$ cat src/rtl/fixed_point_pkg.sv
// -----------------------------------------------------------------------------
// fixed_point_pkg
// Shared helpers for the signed fixed-point utilities (block accumulator,
// rounding narrower, ...).
//   acc_width(din, len) : signed width that holds the sum of len samples of
//                         din bits without wrapping
//   max_val(w)/min_val(w): largest / smallest value of a w-bit signed number
//   sat_signed(value, w): clamps a wide signed value into w bits and returns
//                         the clamped value together with a clamp flag
// All helpers work on a 64-bit signed carrier, so the widths they serve must
// stay below 64 bits.
// -----------------------------------------------------------------------------
package fixed_point_pkg;

  localparam int FP_W = 64;

  typedef logic signed [FP_W-1:0] fp_wide_t;

  typedef struct packed {
    logic     flag;   // 1 = value was clamped
    fp_wide_t value;  // clamped value, sign-extended to the carrier width
  } sat_result_t;

  // Full-growth width of a sum of len signed samples of din bits.
  function automatic int acc_width(input int din, input int len);
    return din + $clog2(len);
  endfunction

  function automatic fp_wide_t max_val(input int w);
    return (fp_wide_t'(1) <<< (w - 1)) - fp_wide_t'(1);
  endfunction

  function automatic fp_wide_t min_val(input int w);
    return -(fp_wide_t'(1) <<< (w - 1));
  endfunction

  function automatic sat_result_t sat_signed(input fp_wide_t value, input int w);
    sat_result_t res;
    res.flag  = 1'b0;
    res.value = value;
    if (value > max_val(w)) begin
      res.flag  = 1'b1;
      res.value = max_val(w);
    end else if (value < min_val(w)) begin
      res.flag  = 1'b1;
      res.value = min_val(w);
    end
    return res;
  endfunction

endpackage

$ cat src/rtl/signed_saturate.sv
// -----------------------------------------------------------------------------
// signed_saturate
// Combinational wide-to-narrow signed clamp.
//   in_value  : IN_W-bit signed value
//   out_value : OUT_W-bit signed value, clamped to [MINVAL, MAXVAL]
//   sat_flag  : 1 when in_value did not fit and was clamped
// Only meaningful when OUT_W < IN_W.
// -----------------------------------------------------------------------------
module signed_saturate
  import fixed_point_pkg::*;
#(
  parameter int IN_W  = 20,
  parameter int OUT_W = 16
) (
  input  logic signed [IN_W-1:0]  in_value,
  output logic signed [OUT_W-1:0] out_value,
  output logic                    sat_flag
);

  if (IN_W >= FP_W) begin : g_bad_in_w
    $error("signed_saturate: IN_W must be below the 64-bit helper carrier");
  end
  if (OUT_W <= 0 || OUT_W >= IN_W) begin : g_bad_out_w
    $error("signed_saturate: OUT_W must be > 0 and narrower than IN_W");
  end

  fp_wide_t                wide_value;
  sat_result_t             result;
  // Bits above OUT_W are sign copies after clamping and carry no information.
  logic [FP_W-OUT_W-1:0]   upper_unused;

  assign wide_value   = {{(FP_W-IN_W){in_value[IN_W-1]}}, in_value};
  assign result       = sat_signed(wide_value, OUT_W);
  assign out_value    = result.value[OUT_W-1:0];
  assign upper_unused = result.value[FP_W-1:OUT_W];
  assign sat_flag     = result.flag;

endmodule

$ cat src/rtl/signed_block_accumulator.sv
// -----------------------------------------------------------------------------
// signed_block_accumulator
// Integrate-and-dump of signed samples: sums ACC_LEN samples (fewer when
// s_last closes the block early) into one wider signed result, saturated to
// DATA_WIDTH_OUT bits when that is narrower than the full-growth width.
//   clk, rst        : clock, synchronous active-high reset
//   s_valid/s_ready : input handshake; s_data signed sample, s_last closes block
//   m_valid/m_ready : output handshake
//   m_data          : block sum (saturated), m_count samples in the block,
//                     m_sat 1 when m_data was clamped
// One result is buffered; s_ready drops only while that result is stalled.
// -----------------------------------------------------------------------------
module signed_block_accumulator
  import fixed_point_pkg::*;
#(
  parameter int DATA_WIDTH_IN  = 16,
  parameter int ACC_LEN        = 8,
  parameter int DATA_WIDTH_OUT = 19
) (
  input  logic                              clk,
  input  logic                              rst,
  input  logic                              s_valid,
  output logic                              s_ready,
  input  logic signed [DATA_WIDTH_IN-1:0]   s_data,
  input  logic                              s_last,
  output logic                              m_valid,
  input  logic                              m_ready,
  output logic signed [DATA_WIDTH_OUT-1:0]  m_data,
  output logic [$clog2(ACC_LEN+1)-1:0]      m_count,
  output logic                              m_sat
);

  localparam int ACC_W = acc_width(DATA_WIDTH_IN, ACC_LEN);
  localparam int CNT_W = $clog2(ACC_LEN + 1);

  if (DATA_WIDTH_IN <= 0) begin : g_bad_din
    $error("signed_block_accumulator: DATA_WIDTH_IN must be > 0");
  end
  if (ACC_LEN < 1) begin : g_bad_len
    $error("signed_block_accumulator: ACC_LEN must be >= 1");
  end
  if (DATA_WIDTH_OUT <= 0 || DATA_WIDTH_OUT < DATA_WIDTH_IN) begin : g_bad_dout
    $error("signed_block_accumulator: DATA_WIDTH_OUT must be > 0 and >= DATA_WIDTH_IN");
  end
  if (ACC_W >= FP_W || DATA_WIDTH_OUT >= FP_W) begin : g_bad_carrier
    $error("signed_block_accumulator: widths must stay below 64 bits");
  end

  logic [CNT_W-1:0]                cnt_reg;
  logic signed [ACC_W-1:0]         acc_reg;
  logic                            m_valid_reg;
  logic signed [DATA_WIDTH_OUT-1:0] m_data_reg;
  logic [CNT_W-1:0]                m_count_reg;
  logic                            m_sat_reg;

  logic                            accept;
  logic                            last_slot;
  logic                            complete;
  logic [CNT_W-1:0]                count_next;
  logic signed [ACC_W-1:0]         sample_ext;
  logic signed [ACC_W-1:0]         acc_next;
  logic signed [DATA_WIDTH_OUT-1:0] out_value;
  logic                            out_sat;

  // A waiting result may leave in the same cycle a new one is loaded.
  assign s_ready    = !m_valid_reg || m_ready;
  assign accept     = s_valid && s_ready;
  assign last_slot  = (cnt_reg == CNT_W'(ACC_LEN - 1));
  assign complete   = accept && (s_last || last_slot);
  assign count_next = cnt_reg + CNT_W'(1);

  if (ACC_W == DATA_WIDTH_IN) begin : g_ext_none
    assign sample_ext = s_data;
  end else begin : g_ext_sign
    assign sample_ext = {{(ACC_W-DATA_WIDTH_IN){s_data[DATA_WIDTH_IN-1]}}, s_data};
  end

  // First sample of a block overwrites the accumulator, so no clear cycle is
  // needed between blocks. ACC_W is full growth, so the sum never wraps.
  assign acc_next = (cnt_reg == '0) ? sample_ext : acc_reg + sample_ext;

  if (DATA_WIDTH_OUT < ACC_W) begin : g_sat
    signed_saturate #(
      .IN_W  (ACC_W),
      .OUT_W (DATA_WIDTH_OUT)
    ) u_sat (
      .in_value  (acc_next),
      .out_value (out_value),
      .sat_flag  (out_sat)
    );
  end else if (DATA_WIDTH_OUT == ACC_W) begin : g_same
    assign out_value = acc_next;
    assign out_sat   = 1'b0;
  end else begin : g_widen
    assign out_value = {{(DATA_WIDTH_OUT-ACC_W){acc_next[ACC_W-1]}}, acc_next};
    assign out_sat   = 1'b0;
  end

  always_ff @(posedge clk) begin
    if (rst) begin
      cnt_reg     <= '0;
      acc_reg     <= '0;
      m_valid_reg <= 1'b0;
      m_data_reg  <= '0;
      m_count_reg <= '0;
      m_sat_reg   <= 1'b0;
    end else begin
      if (accept) begin
        if (complete) begin
          cnt_reg <= '0;
        end else begin
          cnt_reg <= count_next;
          acc_reg <= acc_next;
        end
      end
      // Completion implies acceptance, which implies the buffer is free or
      // draining, so the held result is never overwritten while stalled.
      if (complete) begin
        m_valid_reg <= 1'b1;
        m_data_reg  <= out_value;
        m_count_reg <= count_next;
        m_sat_reg   <= out_sat;
      end else if (m_ready) begin
        m_valid_reg <= 1'b0;
      end
    end
  end

  assign m_valid = m_valid_reg;
  assign m_data  = m_data_reg;
  assign m_count = m_count_reg;
  assign m_sat   = m_sat_reg;

endmodule

$ cat config.mk
export PLATFORM = sky130hd
export DESIGN_NAME = signed_block_accumulator
export DESIGN_NICKNAME = d
export VERILOG_FILES = /design/src/rtl/fixed_point_pkg.sv /design/src/rtl/signed_saturate.sv /design/src/rtl/signed_block_accumulator.sv
export SDC_FILE = /design/constraint.sdc
export NUM_CORES = 1
export LEC_CHECK = 0
export CORE_MARGIN = 4
export CORE_UTILIZATION = 40
export CTS_CLUSTER_SIZE = 10
export DETAILED_ROUTE_END_ITERATION = 6
export GPL_TIMING_DRIVEN = 1
export SLEW_MARGIN = 20
export SYNTH_ARGS = -nofsm -noshare
export SYNTH_HDL_FRONTEND = slang
export SYNTH_SLANG_ARGS = --single-unit
$ cat constraint.sdc
create_clock -name clk -period 3.1 [get_ports clk]
set_input_delay 0.31 -clock clk [delete_from_list [all_inputs] [get_ports clk]]
set_output_delay 0.31 -clock clk [all_outputs]
set_load 0.005 [all_outputs]
==> results of run 1 <==
==> per-layer routing <==
metal	track usage (%)	part of all wire, %	up-vias
li1	-	-	1440
met1	22.97	49	1274
met2	27.01	45	63
met3	3.267	5.5	6
met4	4.928	0.98	0
met5	0	0	-
==> layout make-up <==
class	instances	area, um^2
Tap cell	99	123.9
Fill cell	736	3686
Timing Repair Buffer	53	510.5
Multi-Input combinational cell	292	1856
Sequential cell	47	940.9
Clock inverter	2	37.54
Inverter	8	30.03
Clock buffer	5	68.82
==> where the power goes <==
part           switching, mW  leakage (nW)  internal, mW  total (mW)
combinational          0.223         0.927         0.186       0.409
clock                  0.221        0.0502         0.236       0.457
sequential            0.0235         0.386         0.643       0.667
total                  0.467          1.36          1.07        1.53
==> final timing paths <==
kind | end | startpoint | slack, ns | depth (start not counted)
max | acc_reg[16] | s_data[0] | 0.35 | 11
min | m_count[1] | m_count[1] | 0.47 | 2
max reg2reg | acc_reg[16] | acc_reg[0] | 0.51 | 10
min reg2reg | m_count[1] | m_count[1] | 0.47 | 2
==> placed cells by master (no fill, tap or decap), types with 2 or more instances in the layout <==
cell             count
nand2b_1             3
clkbuf_8             5
mux2i_1              4
and2_1               4
o21ai_0             12
o31ai_1              5
a31oi_1              9
nor4_1               2
o21a_1               6
nand3b_1             3
clkdlybuf4s50_1     45
nand4_1              9
a21boi_0             2
o21bai_1             2
inv_1                8
a21o_1               5
and3_1               2
o21ai_1              2
dfxtp_1             47
o211ai_1             3
a21oi_1             20
nand2_1             26
or3_1                5
xnor2_1              5
buf_4                8
nor3_1              16
ha_1                20
nor2_1              58
a211oi_1            29
nand3_1             11
==> worst max-delay path, stage by stage <==
cell and delay (ns):
clkdlybuf4s50_1 0.50, ha_1 0.17, inv_1 0.05, fa_1 0.38, and2b_1 0.26, o2111ai_2 0.15, a21boi_2 0.30, o211ai_1 0.14
and3_1 0.19, o31a_1 0.29, a211oi_1 0.23
==> kinds of logic (layout without fill, tap and decap cells) <==
kind of cell    Yosys count  after routing  share of synthesized area (%)
mux                       4              4                          1.339
fa+ha+maj                21             21                          9.038
other cells               1              1                         0.1254
buf+inv                  33             68                          6.569
flops                    47             47                          31.46
compound gates          113            113                          26.65
xor+xnor                  6              6                          1.757
simple gates            147            147                          23.05
==> through the flow <==
step | area [um^2] | hold WS [ns] | utilization, % | std cells | setup WS, ns
after floorplan | 2990 | 0.4500 | - | 372 | 0.7586
after global placement | 3461 | 0.4536 | 47.71 | 499 | 0.1570
after detailed placement | 3461 | 0.4494 | 47.71 | 499 | 0.03744
after CTS | 3567 | 0.4698 | 49.18 | 506 | 0.3358
after global routing | 3567 | 0.4986 | 49.18 | 506 | 0.1400
final | 3567 | 0.4705 | 49.18 | 506 | 0.3487
==> metrics.cfg, run 1 <==
[sta]
min_period_ns=2.751
max_slew_margin_pct=55.86
fin_tns_setup_ns=0
hold_viol=0
rsz0062_at_grt=false
slew_viol_final=0
setup_viol=0
worst_pin_slew_ns=0.6620
post-route-period-util_pct=88.75
timing.fmax_ghz=0.3635
fin_skew_ns=0.01074

[die]
start_util_pct=41.23
ioPinCount=47
fp.dieW_um=94.47
row_count=31
coreArea_mm2=0.007253
die_y_um=94.47
dieArea_mm2=0.008924

[synthesis]
synth-main-ff-cell=dfxtp_1
synth_edf_count=0
synthesis.area_mm2=0.002990
synth_top_area_cell=dfxtp_1
synthArstFlopShare_pct=0
synth.area.top_cells=dfxtp_1 (31%), ha_1 (8.4%), nor2_1 (7.4%)
ys_seq_area_share_pct=31.46
synth_cell_types=63
synth_top_area_share_pct=31.46
yosysMostFrequentCell=nor2_1
synth_fp_nets=414
synth_warnings=0
synthTopCellsByCount=nor2_1 (59), dfxtp_1 (47), a211oi_1 (29)
netlist_instances=372
syn_area_per_cell_um2=8.039
ys_ff_latch=47

[cts]
clkSinkCount=47
clock_path_buffers=2
cts-root-buf=clkbuf_8
cts-resized-gates=0
cts_tree=built
post_cts_buffers=0
cts.clk_slew.worst_paths_ns=0.09
cts_buffers=5
clock_insertion_delay_worst_skew_ns=0.31
htreeDepth=2
cts_hold_buf=0

[drt]
totalWireLength_um=7330
avgViaCountPerCell=5.500
drc=0
vias=2783
drtIter0Drc=165
detail_route.first_pass.iterations=4
wl_per_cell_um=14.49
drtAntennaViolNets=0

[min_path]
min_path_type=register to register

[worst_setup_path]
crit_type=input port to register
cp_max_fo=4
worst_ep_arrival_time_ns=2.98
cp-end-kind=register
required_ns=3.32
cp-start-kind=input port

[power_and_ir_drop]
ir_drop_uv=192.0
power_mw=1.533
powerDensity_mw_per_mm2=429.7
leakage_nw=1.363

[place]
io_buffers=45
hpwl_um=5395
gp_congestion=0.8630

[grt]
grt_pass1_vias=2585
grt_max_degree=39
grt_overflow=0
antenna_found_initial=0
grt_pass1_wl_um=12210
grtUsageTotal_pct=16.85

[job]
maxCapViolations=0

[layout]
antenna_cells=0
layout.nets=449
drive_gt1_share_pct=6.143
syn_to_final_growth_pct=19.29

[run_status]
outcome=finished, final reports clean

(Power assumes the default switching activity.)
==> run 2: changes to the inputs <==
--- a/config.mk
+++ b/config.mk
@@ -5,6 +5,7 @@
 export SDC_FILE = /design/constraint.sdc
 export NUM_CORES = 1
 export LEC_CHECK = 0
+export ABC_CLOCK_PERIOD_IN_PS = 3100
 export CORE_MARGIN = 4
 export CORE_UTILIZATION = 40
 export CTS_CLUSTER_SIZE = 10
==> results of run 2 <==
The final DEF is identical to that of run 1; final timing and power are the same.
